File: src/rtl/sdrd_deserializer_if.sv
// Word handshake between the SDRD deserializer (master) and the host-side consumer (slave).
interface sdrd_deserializer_if #(
  parameter int WIDTH = 8
);
  logic [WIDTH-1:0] word_data;
  logic             word_valid;
  logic             word_ready;

  modport master (output word_data, output word_valid, input word_ready);
  modport slave  (input word_data, input word_valid, output word_ready);
endinterface

File: src/rtl/sdrd_deserializer.sv
// Assembles SDRD serial bits into WIDTH-bit words behind a one-entry valid/ready holding register.
// Define SDRD_PARITY_EN to add a trailing odd-parity bit per word and the sticky par_err output.
module sdrd_deserializer #(
  parameter int WIDTH     = 8,
  parameter bit MSB_FIRST = 1'b1
) (
  input  logic                 clk,
  input  logic                 rst_n,
  input  logic                 sser_n,
  input  logic                 bit_stb,
  input  logic                 sdrd,
  input  logic                 frame_start,
  input  logic                 ovr_clr,
  sdrd_deserializer_if.master  word_if,
  output logic                 busy,
`ifdef SDRD_PARITY_EN
  output logic                 par_err,
`endif
  output logic                 overrun
);

  localparam int CW = $clog2(WIDTH + 1);

  typedef enum logic [1:0] {
    IDLE  = 2'd0,
    SHIFT = 2'd1,
`ifdef SDRD_PARITY_EN
    PAR   = 2'd2,
`endif
    DONE  = 2'd3
  } state_t;

  state_t            state_q, state_d;
  logic [WIDTH-1:0]  shift_q, shift_d;
  logic [CW-1:0]     cnt_q, cnt_d;
  logic [WIDTH-1:0]  hold_q, hold_d;
  logic              valid_q, valid_d;
  logic              ovr_q, ovr_d;
`ifdef SDRD_PARITY_EN
  logic              parErr_q, parErr_d;
`endif

  logic inFrame;
  logic lastBit;
  logic dataStb;

  always_comb begin
    inFrame = (state_q == SHIFT);
`ifdef SDRD_PARITY_EN
    inFrame = inFrame || (state_q == PAR);
`endif
    lastBit = (cnt_q == CW'(WIDTH - 1));
    // A strobe carries data in SHIFT, or as the first bit of a frame restarted from PAR.
    dataStb = inFrame && !sser_n && bit_stb && (frame_start || (state_q == SHIFT));
  end

  always_ff @(posedge clk or negedge rst_n) begin
    if (!rst_n) begin
      state_q <= IDLE;
    end else begin
      state_q <= state_d;
    end
  end

  always_comb begin
    state_d = state_q;
    case (state_q)
      IDLE:  if (frame_start && !sser_n) state_d = SHIFT;
      SHIFT: begin
        if (sser_n)                    state_d = IDLE;
        else if (frame_start)          state_d = SHIFT;
`ifdef SDRD_PARITY_EN
        else if (bit_stb && lastBit)   state_d = PAR;
`else
        else if (bit_stb && lastBit)   state_d = DONE;
`endif
      end
`ifdef SDRD_PARITY_EN
      PAR: begin
        if (sser_n)                    state_d = IDLE;
        else if (frame_start)          state_d = SHIFT;
        else if (bit_stb)              state_d = DONE;
      end
`endif
      DONE:    state_d = IDLE;
      default: state_d = IDLE;
    endcase
  end

  always_comb begin
    busy               = inFrame;
    word_if.word_data  = hold_q;
    word_if.word_valid = valid_q;
    overrun            = ovr_q;
`ifdef SDRD_PARITY_EN
    par_err            = parErr_q;
`endif
  end

  always_comb begin
    shift_d = shift_q;
    cnt_d   = cnt_q;
    if ((state_q == IDLE || inFrame) && frame_start && !sser_n) begin
      shift_d = '0;
      cnt_d   = '0;
    end
    if (dataStb) begin
      if (MSB_FIRST) shift_d = {shift_d[WIDTH-2:0], sdrd};
      else           shift_d = {sdrd, shift_d[WIDTH-1:1]};
      cnt_d = cnt_d + CW'(1);
    end
  end

  // Holding register: a refill in DONE may coincide with a drain; otherwise the new word is lost.
  always_comb begin
    hold_d  = hold_q;
    valid_d = valid_q;
    ovr_d   = ovr_q;
    if (valid_q && word_if.word_ready) valid_d = 1'b0;
    if (ovr_clr) ovr_d = 1'b0;
    if (state_q == DONE) begin
      if (!valid_q || word_if.word_ready) begin
        hold_d  = shift_q;
        valid_d = 1'b1;
      end else begin
        ovr_d = 1'b1;
      end
    end
  end

`ifdef SDRD_PARITY_EN
  always_comb begin
    parErr_d = parErr_q;
    if (ovr_clr) parErr_d = 1'b0;
    if (state_q == PAR && !sser_n && !frame_start && bit_stb && !(^{shift_q, sdrd}))
      parErr_d = 1'b1;
  end
`endif

  always_ff @(posedge clk or negedge rst_n) begin
    if (!rst_n) begin
      shift_q  <= '0;
      cnt_q    <= '0;
      hold_q   <= '0;
      valid_q  <= 1'b0;
      ovr_q    <= 1'b0;
`ifdef SDRD_PARITY_EN
      parErr_q <= 1'b0;
`endif
    end else begin
      shift_q  <= shift_d;
      cnt_q    <= cnt_d;
      hold_q   <= hold_d;
      valid_q  <= valid_d;
      ovr_q    <= ovr_d;
`ifdef SDRD_PARITY_EN
      parErr_q <= parErr_d;
`endif
    end
  end

endmodule

File: src/flat_wrapper.sv
// flat-port wrapper written by rule: the top's interface ports become plain ports
module sdrd_deserializer_flat 
#(
  parameter int WIDTH     = 8,
  parameter bit MSB_FIRST = 1'b1
)
  (clk, rst_n, sser_n, bit_stb, sdrd, frame_start, ovr_clr, busy, overrun, word_if_word_data, word_if_word_valid, word_if_word_ready);
  sdrd_deserializer_if #(.WIDTH(WIDTH)) word_if_i ();
  input  logic clk;
  input  logic rst_n;
  input  logic sser_n;
  input  logic bit_stb;
  input  logic sdrd;
  input  logic frame_start;
  input  logic ovr_clr;
  output logic busy;
  output logic overrun;
  output wire logic [$bits(word_if_i.word_data)-1:0] word_if_word_data;
  output wire logic [$bits(word_if_i.word_valid)-1:0] word_if_word_valid;
  input wire logic [$bits(word_if_i.word_ready)-1:0] word_if_word_ready;
  assign word_if_word_data = word_if_i.word_data;
  assign word_if_word_valid = word_if_i.word_valid;
  assign word_if_i.word_ready = word_if_word_ready;
  sdrd_deserializer #(.WIDTH(WIDTH), .MSB_FIRST(MSB_FIRST)) u_core (.clk(clk), .rst_n(rst_n), .sser_n(sser_n), .bit_stb(bit_stb), .sdrd(sdrd), .frame_start(frame_start), .ovr_clr(ovr_clr), .word_if(word_if_i), .busy(busy), .overrun(overrun));
endmodule
File: config.mk
export PLATFORM = sky130hd
export DESIGN_NAME = sdrd_deserializer_flat
export DESIGN_NICKNAME = d
export VERILOG_FILES = /design/src/rtl/sdrd_deserializer_if.sv /design/src/rtl/sdrd_deserializer.sv /design/src/flat_wrapper.sv
export SDC_FILE = /design/constraint.sdc
export NUM_CORES = 1
export LEC_CHECK = 0
export BUFFER_PORTS_ARGS = -buffer_cell sky130_fd_sc_hd__buf_4
export CAP_MARGIN = 15
export CORE_MARGIN = 2
export CORE_UTILIZATION = 59
export CTS_BUF_LIST = sky130_fd_sc_hd__clkbuf_8
export DETAILED_ROUTE_END_ITERATION = 16
export PLACE_DENSITY = 0.84
export SLEW_MARGIN = 5
export SYNTH_ARGS = -nofsm -noshare
export SYNTH_HDL_FRONTEND = slang
export SYNTH_SLANG_ARGS = --single-unit
File: constraint.sdc
create_clock -name clk -period 3.04 [get_ports clk]
set_input_delay 0.608 -clock clk [delete_from_list [all_inputs] [get_ports clk]]
set_output_delay 0.608 -clock clk [all_outputs]
set_load 0.03 [all_outputs]
# Word-level counts from Yosys, hierarchy flattened
# Cells that the tools add are included.
# word_totals
regBits	24
input_bits	8
out_inout_bits	11
elab_cells	45
# op_classes
add_sub_neg	1
eq_ne	5
muxes	15
n_reduce_logical	17
# ops
op	n
8-bit two-way mux	2
1-bit logical AND	8
2-bit two-way mux	4
4-bit two-way mux	2
1-bit two-way mux	6
4-bit by 1-bit adder with 4-bit output, second input constant	1
4-bit by 3-bit == test with 1-bit output, second input constant	1
4-bit != test, second input constant	1
2-bit case mux with 2 select lines	1
2-bit AND reduction	2
1-bit logical OR	3
2-bit by 1-bit == test with 1-bit output, second input constant	1
2-bit == test, second input constant	1
1-bit logical NOT	2
2-bit logical NOT	1
2-bit by 1-bit != test with 1-bit output, second input constant	1
2-bit nonzero test	1

# Longest topological paths before layout
# depth
word_depth	7
ltp_mapped	5

# Worst setup path before layout
# OpenSTA, ideal clock, no wires.
# synth_timing
path_type	input-to-reg
startpoint	input sser_n
endpoint	register u_core.cnt_q[1]
arrival_time_ps	1705
t_required_ps	2915
setup_slack_ps	1210
path_stages	4
path_cell_list	or3b_4 > and2_1 > ha_1 > mux2_4
# synth_between
elab_chain_len	5
word_cells_on_any_way	8
# synth_lines
element	line_no	text
start, declared	flat_wrapper.sv:11	input logic sser_n;
1-bit logical NOT (*)	sdrd_deserializer.sv:54, sdrd_deserializer.sv:103	
1-bit logical AND (on tied branches)	sdrd_deserializer.sv:103, sdrd_deserializer.sv:54	
4-bit two-way mux or 1-bit logical AND (tied branches)	sdrd_deserializer.sv:103, sdrd_deserializer.sv:54	
4-bit by 1-bit adder with 4-bit output or 1-bit logical AND (tied branches)	sdrd_deserializer.sv:110, sdrd_deserializer.sv:54	
4-bit two-way mux (*)	sdrd_deserializer.sv:107	if (dataStb) begin
net u_core.cnt_d[1]	sdrd_deserializer.sv:35	logic [CW-1:0] cnt_q, cnt_d;
end signal, assigned	sdrd_deserializer.sv:152	cnt_q <= cnt_d;
end, declared	sdrd_deserializer.sv:35	
# The timed path passes the listed nets; every way through them passes the cells marked *.
# A chain may end at the register's enable or synchronous reset.

# Worst setup path in the final report
# Ends and elaborated chain as after synthesis.

==> impl_metrics.tcl <==
set metrics [dict create \
    grt_pass1_wl_um 3000 \
    rr_worst_depth 4 \
    ys_top_cells_by_area "dfrtp_1 60%, mux2_1 9.0%, nand2_1 7.9%" \
    synthFlopType "dfrtp_1" \
    cts_max_path_buffers 2 \
    path_clk_slew_ns 0.08 \
    portBuffers 18 \
    met1_usage_pct 25.9 \
    grt_antenna_before_repair 0 \
    gp_congestion 0.682 \
    fp-row-count 14 \
    skew_ns 0.00261 \
    clkPwrFrac_pct 42.9 \
    post_drt_wl_per_cell_um 15.9 \
    fin_tns_setup_ns 0 \
    final_util_pct 78.6 \
    combinationalPowerShare_pct 6.1 \
    worstMarginPinSlew_ns 0.743 \
    vias_per_cell 5.68 \
    syn-instance-count 85 \
    worstPathArrival_ns 1.93 \
    r2r-end "u_core.cnt_q[1]$_DFF_PN0_" \
    fmaxAchievable_mhz 564 \
    crit_slowest_cell "or3b_4" \
    required_ns 3.19 \
    rsz0062_at_grt "false" \
    drc_errors 0 \
    period_share_pct 58.4 \
    critPathTopFamily "simple AND/OR/NAND/NOR gates" \
    rrSetupSlack_ns 1.27 \
    finalHoldViolCount 0 \
    period_needed_ns 1.77 \
    power_density_nw_per_um2 534 \
    n_antenna_cell 0 \
    swShare_pct 19.8 \
    synth_area_leader_cell "dfrtp_1" \
    drtPass1Iterations 4 \
    final_area_um2 1210 \
    cts_sinks 24 \
    avgSynthCellArea_um2 11.8 \
    drive_gt1_share_pct 26.0 \
    ant_nets 0 \
    maxSlewHeadroom_pct 50.4 \
    initial_core_util_pct 64.9 \
    dpl.hpwl_um 1370 \
    critical_path_buf_inv_count 1 \
    ys_seq_area_share_pct 60.1 \
    fp.dieArea_um2 2040 \
    grt_busiest_layer "met2" \
    syn-num-nets 94 \
    synth_top_area_share_pct 60.1 \
    yosysMostFrequentCell "dfrtp_1" \
    vias 681 \
    drt_iter0_markers 11 \
    syn_area_um2 1000 \
    grt_max_degree 25 \
    crit_fanout 5 \
    cp_cell_sequence "buf_4 -> or3b_4 -> and2_1 -> ha_1 -> mux2_4" \
    use_met3_pct 3.60 \
    grtUsageMet2_pct 36.9 \
    grt_usage_pct 21.2 \
    min_path_type "in2async" \
    fin_total_pwr_mw 0.646 \
    status "completed" \
    nets 114 \
    yosysWarnings 0 \
    holdWs_ns 0.220 \
    drt_wl_total_um 1910 \
    ir_drop_mv 0.341 \
    cap_violations 0 \
    htree_levels 1 \
    max_stage_delay_ns 0.42 \
    cts_hold_buf 0 \
    worstSetupPathType "in2reg" \
    root_buffer "clkbuf_8" \
    grt_pass1_vias 648 \
    ys_seq_elements 24 \
    grt_overflow_total 0 \
    syn2layout_area_growth_pct 21.2 \
    io_pins 19 \
    p_seq_share_pct 51.0 \
    placed_area_um2 1140 \
    synth_edf_count 0 \
    fp.dieH_um 45.2 \
    power_leakage_nw 0.612 \
    report.final.slew_viol_count 0 \
    intPower_mw 0.519 \
    post_cts_buffers 0 \
    core-area_um2 1540 \
    power.switching_mw 0.128 \
    fill_cells 104 \
    r2r-start "u_core.state_q[1]$_DFFE_PN0P_" \
    cts_resized 0 \
    async_flop_share_pct 100 \
    synth.distinct_cells 25 \
    clk_latency_ns 0.27 \
    cts_tree "done" \
    synth_common_cells "24 x dfrtp_1, 21 x nand2_1, 8 x mux2_1, 7 x a21oi_1, 3 x buf_2" \
    chipWidth_um 45.2 \
    finalSetupViolCount 0 \
    startpoint_type "input port" \
    end_kind "flop" \
    cts_made_buffers 3 \
]
[cell usage in the layout, fill, tap and decap left out, drive strengths merged, types with 2 or more instances in the layout]
master / netlist / final
a21oi: 7 / 7
and2: 2 / 2
buf: 3 / 18
clkbuf: 0 / 3
dfrtp: 24 / 24
mux2: 9 / 9
nand2: 21 / 21
nand3: 2 / 2
nor2: 2 / 2
[final cells by class]
type / count / area, um^2 / share of cell area (%)
inverter: 1 / 3.75 / 0.310
tap: 16 / 20.0 / 1.65
clock buffer: 3 / 41.3 / 3.41
multi-input combinational: 57 / 380 / 31.4
sequential: 24 / 601 / 49.6
clock inverter: 1 / 30.0 / 2.48
timing repair buffer: 18 / 135 / 11.2
[flip-flops by register name, indices dropped and copies added, names as in the netlist]
name and count:
u_core.cnt_q 4, u_core.shift_q 8, u_core.overrun 1, u_core.word_if.word_valid 1, u_core.state_q 2, u_core.word_if.word_data 8
[per-layer routing]
metal | part of all wire, % | up-vias
met5 | 0 | -
met4 | 0.73 | 0
met1 | 43 | 340
met3 | 4.1 | 2
li1 | - | 322
met2 | 52 | 17
[power by group through the flow]
stage               sequential, mW  combinational, mW  clock, mW
floorplan                    0.334             0.0206          0
global placement             0.335             0.0375          0
detailed placement           0.336             0.0397          0
CTS                          0.329             0.0403      0.282
global route                 0.330             0.0432      0.290
finish                       0.329             0.0397      0.277
[through the flow]
| stage | std cells | setup WS [ns] |
|---|---|---|
| after CTS | 120 | 1.27 |
| after global routing | 120 | 1.23 |
| after detailed placement | 116 | 0.984 |
| after global placement | 116 | 1.06 |
| after floorplan | 85 | 1.21 |
| final | 120 | 1.27 |
[kinds of logic after synthesis]
logic type | synth area share (%)
AOI/OAI and AO/OA | 4.88
xor gates and xnor gates | 1.75
adders and majority gates | 1.25
buffers and inverters | 1.88
DFF | 60.1
muxes | 10.5
and+or+nand+nor | 19.7
[worst max-delay path by stage]
stage	from	to	cells after the start
after floorplan	sser_n	u_core.cnt_q[1]$_DFF_PN0_	4
after global placement	sser_n	u_core.cnt_q[1]$_DFF_PN0_	5
after detailed placement	sser_n	u_core.cnt_q[1]$_DFF_PN0_	5
after CTS	sser_n	u_core.cnt_q[1]$_DFF_PN0_	5
after global routing	u_core.state_q[1]$_DFFE_PN0P_	u_core.cnt_q[3]$_DFF_PN0_	3
final	sser_n	u_core.cnt_q[1]$_DFF_PN0_	5
Power figures use the tool's default switching activity.
